File: src/rtl/shreg_pkg.sv
// Shared types and helpers for the shift-register serial loader.
// Contents: FSM state encoding, job-type tag, and max_w() for sizing the shared PISO.
package shreg_pkg;

    typedef enum logic [1:0] {
        IDLE  = 2'd0,
        SHIFT = 2'd1,
        LATCH = 2'd2
    } state_t;

    typedef enum logic {
        JOB_STAT = 1'b0,
        JOB_DYN  = 1'b1
    } job_t;

    function automatic int unsigned max_w(input int unsigned a, input int unsigned b);
        return (a > b) ? a : b;
    endfunction

endpackage

File: src/rtl/shreg_piso.sv
// Parallel-in/serial-out register with zero fill.
// Ports: clk, rst_n (async, active low), load (captures din), shift (advances one bit),
//        din [W-1:0], ser_out (current serial bit, taken straight from a flop).
// Zero fill means the register drains to all-zero once every loaded bit has been shifted.
module shreg_piso #(
    parameter int unsigned W         = 16,
    parameter bit          MSB_FIRST = 1'b1
) (
    input  logic         clk,
    input  logic         rst_n,
    input  logic         load,
    input  logic         shift,
    input  logic [W-1:0] din,
    output logic         ser_out
);

    logic [W-1:0] sr_q;
    logic [W-1:0] sr_shifted;

    // Next value after one shift in the chosen serial order
    generate
        if (W == 1) begin : g_w1
            assign sr_shifted = '0;
        end else if (MSB_FIRST) begin : g_msb
            assign sr_shifted = {sr_q[W-2:0], 1'b0};
        end else begin : g_lsb
            assign sr_shifted = {1'b0, sr_q[W-1:1]};
        end
    endgenerate

    always_ff @(posedge clk or negedge rst_n) begin
        if (!rst_n) begin
            sr_q <= '0;
        end else if (load) begin
            sr_q <= din;
        end else if (shift) begin
            sr_q <= sr_shifted;
        end
    end

    assign ser_out = MSB_FIRST ? sr_q[W-1] : sr_q[0];

endmodule

File: src/rtl/shreg_serial_loader.sv
// Serialises static/dynamic configuration words into external shift-register chains.
// Ports: clk, rst_n (async, active low); sel_stat/sel_dyn request strobes with stat_word/dyn_word;
//        sr_data/sr_shift serial interface; sr_latch_stat/sr_latch_dyn chain latch strobes;
//        busy, done (last latch cycle), overrun (sticky dropped-request flag).
module shreg_serial_loader
    import shreg_pkg::*;
#(
    parameter int unsigned STAT_W       = 16,
    parameter int unsigned DYN_W        = 8,
    parameter bit          MSB_FIRST    = 1'b1,
    parameter int unsigned LATCH_CYCLES = 1
) (
    input  logic              clk,
    input  logic              rst_n,
    input  logic              sel_stat,
    input  logic              sel_dyn,
    input  logic [STAT_W-1:0] stat_word,
    input  logic [DYN_W-1:0]  dyn_word,
    output logic              sr_data,
    output logic              sr_shift,
    output logic              sr_latch_stat,
    output logic              sr_latch_dyn,
    output logic              busy,
    output logic              done,
    output logic              overrun
);

    localparam int unsigned MAX_W = max_w(STAT_W, DYN_W);
    localparam int unsigned CNT_W = $clog2(MAX_W + 1);
    localparam int unsigned LAT_W = (LATCH_CYCLES > 1) ? $clog2(LATCH_CYCLES) : 1;

    state_t             state_q, state_d;
    job_t               job_q, job_d;
    logic [CNT_W-1:0]   bit_cnt_q, bit_cnt_d;
    logic [LAT_W-1:0]   lat_cnt_q, lat_cnt_d;
    logic               pend_valid_q, pend_valid_d;
    job_t               pend_type_q, pend_type_d;
    logic [MAX_W-1:0]   pend_word_q, pend_word_d;
    logic               overrun_d;
    logic               sr_shift_d, latch_stat_d, latch_dyn_d, busy_d, done_d;
    logic               piso_load, piso_shift;
    logic [MAX_W-1:0]   piso_word;
    logic [MAX_W-1:0]   stat_al, dyn_al;

    // Align words so the first serial bit sits where the PISO emits it; unused side is zero
    assign stat_al = MSB_FIRST ? (MAX_W'(stat_word) << (MAX_W - STAT_W)) : MAX_W'(stat_word);
    assign dyn_al  = MSB_FIRST ? (MAX_W'(dyn_word)  << (MAX_W - DYN_W))  : MAX_W'(dyn_word);

    // State, counters, pending slot and registered outputs
    always_ff @(posedge clk or negedge rst_n) begin
        if (!rst_n) begin
            state_q       <= IDLE;
            job_q         <= JOB_STAT;
            bit_cnt_q     <= '0;
            lat_cnt_q     <= '0;
            pend_valid_q  <= 1'b0;
            pend_type_q   <= JOB_STAT;
            pend_word_q   <= '0;
            overrun       <= 1'b0;
            sr_shift      <= 1'b0;
            sr_latch_stat <= 1'b0;
            sr_latch_dyn  <= 1'b0;
            busy          <= 1'b0;
            done          <= 1'b0;
        end else begin
            state_q       <= state_d;
            job_q         <= job_d;
            bit_cnt_q     <= bit_cnt_d;
            lat_cnt_q     <= lat_cnt_d;
            pend_valid_q  <= pend_valid_d;
            pend_type_q   <= pend_type_d;
            pend_word_q   <= pend_word_d;
            overrun       <= overrun_d;
            sr_shift      <= sr_shift_d;
            sr_latch_stat <= latch_stat_d;
            sr_latch_dyn  <= latch_dyn_d;
            busy          <= busy_d;
            done          <= done_d;
        end
    end

    // Next-state, request arbitration and next output values
    always_comb begin
        state_d      = state_q;
        job_d        = job_q;
        bit_cnt_d    = bit_cnt_q;
        lat_cnt_d    = lat_cnt_q;
        pend_valid_d = pend_valid_q;
        pend_type_d  = pend_type_q;
        pend_word_d  = pend_word_q;
        overrun_d    = overrun;
        piso_load    = 1'b0;
        piso_shift   = 1'b0;
        piso_word    = '0;

        // While busy (including the done cycle): other-type request fills an empty slot, else dropped
        if (state_q != IDLE) begin
            if (sel_stat) begin
                if (job_q == JOB_STAT || pend_valid_q) begin
                    overrun_d = 1'b1;
                end else begin
                    pend_valid_d = 1'b1;
                    pend_type_d  = JOB_STAT;
                    pend_word_d  = stat_al;
                end
            end
            if (sel_dyn) begin
                if (job_q == JOB_DYN || pend_valid_q) begin
                    overrun_d = 1'b1;
                end else begin
                    pend_valid_d = 1'b1;
                    pend_type_d  = JOB_DYN;
                    pend_word_d  = dyn_al;
                end
            end
        end

        case (state_q)
            IDLE: begin
                if (sel_stat) begin
                    state_d   = SHIFT;
                    job_d     = JOB_STAT;
                    bit_cnt_d = CNT_W'(STAT_W);
                    piso_load = 1'b1;
                    piso_word = stat_al;
                    if (sel_dyn) begin
                        pend_valid_d = 1'b1;
                        pend_type_d  = JOB_DYN;
                        pend_word_d  = dyn_al;
                    end
                end else if (sel_dyn) begin
                    state_d   = SHIFT;
                    job_d     = JOB_DYN;
                    bit_cnt_d = CNT_W'(DYN_W);
                    piso_load = 1'b1;
                    piso_word = dyn_al;
                end
            end
            SHIFT: begin
                piso_shift = 1'b1;
                bit_cnt_d  = bit_cnt_q - CNT_W'(1);
                if (bit_cnt_q == CNT_W'(1)) begin
                    state_d   = LATCH;
                    lat_cnt_d = LAT_W'(LATCH_CYCLES - 1);
                end
            end
            LATCH: begin
                if (lat_cnt_q == '0) begin
                    // Pending (possibly captured this very cycle) starts with no IDLE gap
                    if (pend_valid_d) begin
                        state_d      = SHIFT;
                        job_d        = pend_type_d;
                        bit_cnt_d    = (pend_type_d == JOB_STAT) ? CNT_W'(STAT_W) : CNT_W'(DYN_W);
                        piso_load    = 1'b1;
                        piso_word    = pend_word_d;
                        pend_valid_d = 1'b0;
                    end else begin
                        state_d = IDLE;
                    end
                end else begin
                    lat_cnt_d = lat_cnt_q - LAT_W'(1);
                end
            end
            default: state_d = IDLE;
        endcase

        sr_shift_d   = (state_d == SHIFT);
        busy_d       = (state_d != IDLE);
        latch_stat_d = (state_d == LATCH) && (job_d == JOB_STAT);
        latch_dyn_d  = (state_d == LATCH) && (job_d == JOB_DYN);
        done_d       = (state_d == LATCH) && (lat_cnt_d == '0);
    end

    shreg_piso #(
        .W         (MAX_W),
        .MSB_FIRST (MSB_FIRST)
    ) u_piso (
        .clk     (clk),
        .rst_n   (rst_n),
        .load    (piso_load),
        .shift   (piso_shift),
        .din     (piso_word),
        .ser_out (sr_data)
    );

endmodule

File: config.mk
export PLATFORM = sky130hd
export DESIGN_NAME = shreg_serial_loader
export DESIGN_NICKNAME = d
export VERILOG_FILES = /design/src/rtl/shreg_pkg.sv /design/src/rtl/shreg_piso.sv /design/src/rtl/shreg_serial_loader.sv
export SDC_FILE = /design/constraint.sdc
export NUM_CORES = 1
export LEC_CHECK = 0
export CORE_ASPECT_RATIO = 1.4
export CORE_UTILIZATION = 50
export DETAILED_ROUTE_END_ITERATION = 16
export PLACE_DENSITY_LB_ADDON = 0.15
export SYNTH_ARGS = -nofsm -noshare
export SYNTH_HDL_FRONTEND = slang
export SYNTH_SLANG_ARGS = --single-unit
File: constraint.sdc
create_clock -name clk -period 4.9 [get_ports clk]
set_input_delay 0.49 -clock clk [delete_from_list [all_inputs] [get_ports clk]]
set_output_delay 0.49 -clock clk [all_outputs]
set_load 0.005 [all_outputs]
==> results of run 1 <==
[state kept, by name, summed over array words and instances, names as in the netlist]
signal and flops:
overrun 1, sr_latch_stat 1, job_q 1, u_piso.sr_q 16
busy 1, pend_valid_q 1, lat_cnt_q 1, pend_type_q 1
done 1, sr_shift 1, pend_word_q 16, state_q 2
bit_cnt_q 5, sr_latch_dyn 1
[kinds of logic (layout without fill, tap and decap cells)]
| group | Yosys count | after routing | synth area share [%] |
|---|---|---|---|
| AOI/OAI and AO/OA | 106 | 106 | 26.5 |
| and+or+nand+nor | 96 | 96 | 18.7 |
| DFF | 49 | 49 | 42.4 |
| buffers and inverters | 36 | 55 | 5.63 |
| muxes | 10 | 10 | 3.55 |
| adders and majority gates | 6 | 6 | 2.60 |
| xor gates and xnor gates | 2 | 2 | 0.606 |
[power groups by stage]
stage / clock [uW] / combinational [uW] / sequential, uW
after floorplan: 0 / 707 / 640
after global placement: 0 / 856 / 683
after detailed placement: 0 / 866 / 689
after CTS: 313 / 869 / 681
after global routing: 331 / 958 / 705
final: 302 / 867 / 681
[layer usage]
layer | track usage [%] | wire length (um) | vias up | share of wire, %
met5 | 0 | 0 | - | 0
li1 | - | - | 1171 | -
met3 | 5.22 | 271 | 11 | 4.0
met4 | 7.80 | 127 | 0 | 1.9
met2 | 40.1 | 3440 | 61 | 51
met1 | 30.2 | 2890 | 1165 | 43
[worst max path at each step]
stage | endpoint | slack (ns)
2_1_floorplan | u_piso.sr_q[10] | 2.80
3_3_place_gp | u_piso.sr_q[10] | 1.79
3_5_place_dp | u_piso.sr_q[12] | 1.77
4_1_cts | bit_cnt_q[3] | 2.10
5_1_grt | done | 1.84
6_report | bit_cnt_q[3] | 2.05
[cell usage after synthesis (all sizes together), types with 3 or more instances]
| library cell | n |
|---|---|
| dfrtp | 49 |
| o21ai | 25 |
| nor2 | 24 |
| a22oi | 16 |
| nand2 | 14 |
| buf | 13 |
| clkbuf | 12 |
| nor2b | 12 |
| inv | 10 |
| a211oi | 9 |
| a31oi | 9 |
| and3 | 9 |
| o22a | 9 |
| or3 | 9 |
| and3b | 8 |
| mux2i | 8 |
| o32ai | 8 |
| o211ai | 7 |
| ha | 6 |
| nand2b | 4 |
| nor3 | 4 |
| o31ai | 4 |
| a21oi | 3 |
| a221oi | 3 |
| nor3b | 3 |
| or2 | 3 |
[stage by stage]
step	setup slack (ns)	utilization (%)	area (sq um)
finish	2.05	60.2	3320
global placement	1.79	58.0	3200
floorplan	2.80	-	2890
detailed placement	1.77	58.0	3200
global route	1.84	60.2	3320
CTS	2.10	60.2	3320
[critical path: cells and delay by family]
kind                   cells  cell delay [ns]
muxes                      2             1.17
buffers and inverters      1             0.87
AOI/OAI and AO/OA          1             0.31
and+or+nand+nor            1             0.20
[layout make-up]
| class | instances | area, sq um |
|---|---|---|
| repair buffers | 36 | 350 |
| fillers | 474 | 2200 |
| clock buffers | 6 | 82.6 |
| flip-flops and latches | 49 | 1230 |
| well taps | 68 | 85.1 |
| multi-input cells | 220 | 1500 |
| clock inverters | 2 | 37.5 |
| inverters | 11 | 41.3 |
==> impl_metrics.ini, run 1 <==
[critical_path]
slowest_delay_ns = 0.87
worstPathRequired_ns = 5.09
cp_max_fo = 28
r2r_start = state_q[0]
critPathSlowestCell = clkdlybuf4s50_1
worstSetupPathType = in2reg
cp-start-kind = primary input
cp-end-kind = register
cp.arrival_ns = 3.04
worstRegToRegCells = 6
crit_path_cell_trace = clkdlybuf4s50_1 > mux2i_1 > o211a_1 > or2_1 > mux2_2
r2r_end = u_piso.sr_q[11]
cp-startpoint = sel_stat
reg2reg_slack_ns = 2.36

[floorplan]
dieArea_sq_um = 6090
num_rows = 32
io_pins = 35
die_x_um = 66.3
design.core.area_sq_um = 5530
initial_core_util_pct = 52.3
die_y_um = 92.0

[sta]
fmax_mhz = 351
worst_pin_slew_ns = 0.913
final.setup.tns_ns = 0
finalHoldViolCount = 0
setup_viol = 0
post-route-min-period_ns = 2.85
slew_headroom_pct = 39.1
slew_viol_final = 0
whs_ns = 0.271
rsz0062_at_grt = no
finClkSkew_ns = 0.0109
layout_worst_path_cycle_share_pct = 58.1

[synthesis]
synthCells = 305
synth_top_cell_by_area = dfrtp_1
syn-cell-area_sq_um = 2890
synth_area_leaders = dfrtp_1 (42%), a22oi_1 (4.2%), o21ai_0 (3.8%), nor2_1 (3.1%), mux2i_1 (2.8%)
synth_top_cell_area_share_pct = 42.4
synth.yosys.warnings = 0
yosysUniqueCellTypes = 54
synthesis.nets = 339
synthArstFlopShare_pct = 100
synth_edf_count = 0
synth-seq-cells = 49
ys_seq_area_share_pct = 42.4
syn_avg_cell_area_sq_um = 9.48
synth_flop_cell = dfrtp_1

[clock_tree]
cts_tree = yes
numCtsBuffers = 5
htree_num_levels = 2
cts_buffer_depth = 2
cts.hold.buffers_added = 0
clk_transition_reported_paths_ns = 0.09
cts-resized-gates = 0
clk-insertion-delay-late_ns = 0.31
root_buffer = clkbuf_8
cts_sinks = 49
post_cts_buffers = 0

[routing]
dr.pass1.iters = 5
initialDrtViolationCount = 137
routed-via-count = 2408
viasPerCell = 6.14
avgRoutedWirePerCell_um = 17.2
drtAntennaViolNets = 0
finalWirelength_um = 6730
drcViolationCount = 0

[finish]
final_common_cell = dfrtp_1
area_growth_pct = 15.0
layout_common_cells = dfrtp_1 (49), clkdlybuf4s50_1 (33), nor2_1 (24)
drive_above_1_share_pct = 5.25
num-nets-final = 357
final_cells = 392
n_antenna_cell = 0

[power]
p_clk_share_pct = 16.3
p_sw_uw = 707
seq_power_share_pct = 36.8
comb_power_share_pct = 46.8
ir_drop_mv = 0.299
swShare_pct = 38.2
power_per_cell_area_nw_per_um2 = 557
p_leak_uw = 0.00142
p_int_uw = 1140
power.total_uw = 1850

[grt]
antenna_found_initial = 0
track_usage_pct = 24.0
grt_pass1_vias = 2396
grt_pass1_wl_um = 11200
grt_max_degree = 50
gr-total-overflow = 0

[placed_design]
dp.cells = 384
place.gp.congestion = 0.878
dp_hpwl_um = 4850
io_buffers = 34

[outcome]
status = completed

[min_path]
hold_path.class = in2async

[run]
cap_viol_max_count = 0
Power figures use the tool's default switching activity.
==> inputs of run 2 (changes only) <==
- clock period: 4.9 -> 2.5 ns (I/O delays scaled with it)
==> run 2 against run 1 <==
Clock skew is 0.00070 ns lower. First-iteration DRC count is 10% lower. Sequential power grew 94%. Power is 97% higher. Sequential share of layout area shrank 1.1 points. Core utilization grew 1.8 points. Setup slack got worse by 1.8 ns. Clock-buffer cell count did not move. Flip-flop and latch count unchanged. Design area rose by 2.9%. Critical path depth increased by 1. Worst hold slack better by 0.090 ns.
==> impl_metrics.ini, run 2 (synthesis gave the netlist of run 1 again) <==
[sta]
final.setup.tns_ns = 0
post-route-min-period_ns = 2.22
layout_worst_path_cycle_share_pct = 88.9
slew_viol_final = 0
finClkSkew_ns = 0.0102
whs_ns = 0.361
finalHoldViolCount = 0
fmax_mhz = 450
worst_pin_slew_ns = 0.641
setup_viol = 0
rsz0062_at_grt = no
slew_headroom_pct = 57.0

[routing]
drcViolationCount = 0
avgRoutedWirePerCell_um = 17.6
drtAntennaViolNets = 0
viasPerCell = 6.22
initialDrtViolationCount = 123
dr.pass1.iters = 5
routed-via-count = 2545
finalWirelength_um = 7210

[outcome]
status = completed

[clock_tree]
cts_tree = yes
htree_num_levels = 2
clk_transition_reported_paths_ns = 0.10
post_cts_buffers = 0
clk-insertion-delay-late_ns = 0.31
numCtsBuffers = 5
cts_sinks = 49
root_buffer = clkbuf_8
cts_buffer_depth = 2

[floorplan]
die_x_um = 66.3
design.core.area_sq_um = 5530
io_pins = 35
initial_core_util_pct = 52.3
num_rows = 32
die_y_um = 92.0
dieArea_sq_um = 6090

[critical_path]
worstSetupPathType = reg2reg
worstPathRequired_ns = 2.70
cp.arrival_ns = 2.42
crit_path_cell_trace = inv_1 > ha_1 > or3b_1 > a221oi_2 > o221ai_1 > mux2_2
cp-end-kind = register
critPathSlowestCell = dfrtp_1
cp-start-kind = register
worstRegToRegCells = 6
cp_max_fo = 9
slowest_delay_ns = 0.46

[finish]
fill_cells = 497
layout_common_cells = dfrtp_1 (49), clkdlybuf4s50_1 (33), nor2_1 (24)
num-nets-final = 374
n_antenna_cell = 0
top_regs = pend_word_q x16, u_piso.sr_q x16, bit_cnt_q x5
final_common_cell = dfrtp_1
drive_above_1_share_pct = 9.38
area_growth_pct = 18.4

[run]
cap_viol_max_count = 0

[power]
power_per_cell_area_nw_per_um2 = 1070
ir_drop_mv = 0.498
p_leak_uw = 0.00148

[grt]
track_usage_pct = 25.9
grt_max_degree = 22
grt_pass1_vias = 2460
grt_pass1_wl_um = 12000
antenna_found_initial = 0
gr-total-overflow = 0

[min_path]
hold_path.class = in2async

[placed_design]
place.gp.congestion = 0.838
dp_hpwl_um = 5230
io_buffers = 34
## run 2: changes by cell type in the layout (fill, tap and decap cells not counted), sizes merged
cell,delta
bufinv,-1
buf,+16
dlygate4sd3,+1
clkinvlp,+1
## run 2: layout make-up
| type | count | area, sq um | share of cell area, % |
|---|---|---|---|
| Clock buffer | 6 | 72.6 | 2.12 |
| Clock inverter | 2 | 15.0 | 0.439 |
| Inverter | 11 | 41.3 | 1.21 |
| Multi-Input combinational cell | 220 | 1500 | 43.9 |
| Sequential cell | 49 | 1230 | 35.8 |
| Tap cell | 68 | 85.1 | 2.49 |
| Timing Repair Buffer | 53 | 480 | 14.0 |
## run 2: path summary, 6_finish.rpt
check                           start              to  slack (ns)
max reg2reg                state_q[0]    bit_cnt_q[3]        0.28
min                             rst_n  u_piso.sr_q[9]        0.36
max                        state_q[0]    bit_cnt_q[3]        0.28
max in group asynchronous       rst_n        sr_shift        1.54
min in group clk              overrun         overrun        0.49
min reg2reg                   overrun         overrun        0.49
## run 2: metal layers
metal,vias to the layer above,routed length [um],global-route usage (%)
li1,1211,-,-
met1,1262,3220,35.5
met2,64,3600,41.8
met3,8,256,3.61
met4,0,124,8.16
met5,-,0,0
## run 2: through the flow
step	total power (uW)	cell area [sq um]	worst slack [ns]	instances	util, %
2_1_floorplan	2640	2890	0.396	305	-
4_1_cts	3660	3420	0.295	409	61.9
6_report	3650	3420	0.278	409	61.9
3_5_place_dp	3170	3320	0.300	400	60.2
5_1_grt	3930	3420	0.211	409	61.9
3_3_place_gp	3130	3320	0.323	400	60.2
## run 2: what timing repair did
item,CTS,global route
gates resized for setup,0,0
endpoints found under the setup margin,0,0
hold buffers,1,0
endpoints found under the hold margin,13,0
## run 2: critical path: cells and delay by family (launching register included)
kind | cells | cell delay, ns
AO/OA/AOI/OAI | 2 | 0.58
flip-flops | 1 | 0.46
AND/OR/NAND/NOR | 1 | 0.39
adder cells (fa/ha/maj) | 1 | 0.31
multiplexers | 1 | 0.28
buffers and inverters | 1 | 0.09
## run 2: report_power, final
group	internal, uW	switching [uW]	leakage [uW]
combinational	883	971	0.000837
clock	198	281	0.0000374
sequential	1120	194	0.000607
total	2200	1450	0.00148
==> inputs of run 3 (changes only) <==
- SKIP_CTS_REPAIR_TIMING: not set -> 1
==> run 3 against run 2 <==
Clock skew about the same. Critical path depth unchanged. Setup slack got worse by 0.0012 ns. Cell count unchanged. Register-to-register slack about the same. Critical path type unchanged. Critical endpoint unchanged.
==> impl_metrics.ini, run 3 (synthesis gave the netlist of run 1 again) <==
[outcome]
status = completed

[grt]
grt_max_degree = 22
gr-total-overflow = 0
antenna_found_initial = 0
track_usage_pct = 25.9
grt_pass1_vias = 2448
grt_pass1_wl_um = 12000

[routing]
dr.pass1.iters = 4
avgRoutedWirePerCell_um = 17.7
viasPerCell = 6.24
finalWirelength_um = 7220
drcViolationCount = 0
initialDrtViolationCount = 119
routed-via-count = 2554
drtAntennaViolNets = 0

[sta]
worst_pin_slew_ns = 0.661
layout_worst_path_cycle_share_pct = 88.9
rsz0062_at_grt = no
finalHoldViolCount = 0
slew_viol_final = 0
fmax_mhz = 450
whs_ns = 0.360
final.setup.tns_ns = 0
setup_viol = 0
post-route-min-period_ns = 2.22
finClkSkew_ns = 0.00985
slew_headroom_pct = 55.6

[finish]
drive_above_1_share_pct = 9.38
final_cells = 409
layout_common_cells = dfrtp_1 (49), clkdlybuf4s50_1 (33), nor2_1 (24)
n_antenna_cell = 0
area_growth_pct = 18.4
fill_cells = 497
multi_input_area_sq_um = 1500
top_regs = pend_word_q x16, u_piso.sr_q x16, bit_cnt_q x5
num-nets-final = 374
final_common_cell = dfrtp_1
regArea_sq_um = 1230

[floorplan]
die_x_um = 66.3
initial_core_util_pct = 52.3
dieArea_sq_um = 6090
design.core.area_sq_um = 5530
num_rows = 32
die_y_um = 92.0
io_pins = 35

[clock_tree]
numCtsBuffers = 5
clk_transition_reported_paths_ns = 0.10
root_buffer = clkbuf_8
clk-insertion-delay-late_ns = 0.31
htree_num_levels = 2
cts_tree = yes
cts_buffer_depth = 2
cts_sinks = 49

[placed_design]
place.gp.congestion = 0.838
dp.cells = 400
dp_hpwl_um = 5230
io_buffers = 34

[critical_path]
cp_max_fo = 9
cp-end-kind = register
worstPathRequired_ns = 2.70
worstSetupPathType = reg2reg
cp-start-kind = register
cp.arrival_ns = 2.42

[run]
cap_viol_max_count = 0

[power]
p_leak_uw = 0.00148
comb_power_share_pct = 50.9
swShare_pct = 39.6
power_per_cell_area_nw_per_um2 = 1070
p_int_uw = 2200
ir_drop_mv = 0.498
seq_power_share_pct = 36.0
p_clk_share_pct = 13.1
p_sw_uw = 1450

[min_path]
hold_path.class = in2async
==> run 3: worst max-delay path: stages, from the launching register on <==
cell and delay [ns]:
dfrtp_1 0.46, inv_1 0.09, ha_1 0.31, or3b_1 0.39, a221oi_2 0.41, o221ai_1 0.17
mux2_2 0.28
==> run 3: cell type report <==
cell class	count	share of cell area, %
repair buffers	53	14.0
multi-input cells	220	43.9
clock buffers	6	2.12
flip-flops and latches	49	35.8
inverters	11	1.21
clock inverters	2	0.439
well taps	68	2.49
==> run 3: through the flow <==
step / power, uW / area [sq um] / setup slack [ns] / utilization (%)
2_1_floorplan: 2640 / 2890 / 0.396 / -
3_3_place_gp: 3130 / 3320 / 0.323 / 60.2
3_5_place_dp: 3170 / 3320 / 0.300 / 60.2
4_1_cts: 3660 / 3410 / 0.295 / 61.8
5_1_grt: 3930 / 3420 / 0.211 / 61.9
6_report: 3650 / 3420 / 0.277 / 61.9
==> run 3: final timing paths <==
path / from / endpoint / slack, ns / cells past startpoint
hold reg to reg: overrun / overrun / 0.49 / 2
max in group asynchronous: rst_n / sr_shift / 1.54 / 3
min in group clk: overrun / overrun / 0.49 / 2
setup reg to reg: state_q[0] / bit_cnt_q[3] / 0.28 / 6
setup / recovery: state_q[0] / bit_cnt_q[3] / 0.28 / 6
hold / removal: rst_n / u_piso.sr_q[9] / 0.36 / 2
==> run 3: power groups by stage <==
stage          registers [uW]  logic [uW]  clock network (uW)
6_report                 1310        1860                 479
5_1_grt                  1350        2050                 526
4_1_cts                  1310        1850                 489
3_5_place_dp             1330        1840                   0
3_3_place_gp             1320        1810                   0
2_1_floorplan            1250        1390                   0
==> run 3: per-layer routing <==
| layer | wire length [um] | GRT usage [%] | share of wire, % | up-vias |
|---|---|---|---|---|
| met2 | 3620 | 41.6 | 50 | 71 |
| li1 | - | - | - | 1207 |
| met4 | 124 | 8.16 | 1.7 | 0 |
| met1 | 3200 | 35.5 | 44 | 1268 |
| met3 | 270 | 3.61 | 3.7 | 8 |
| met5 | 0 | 0 | 0 | - |
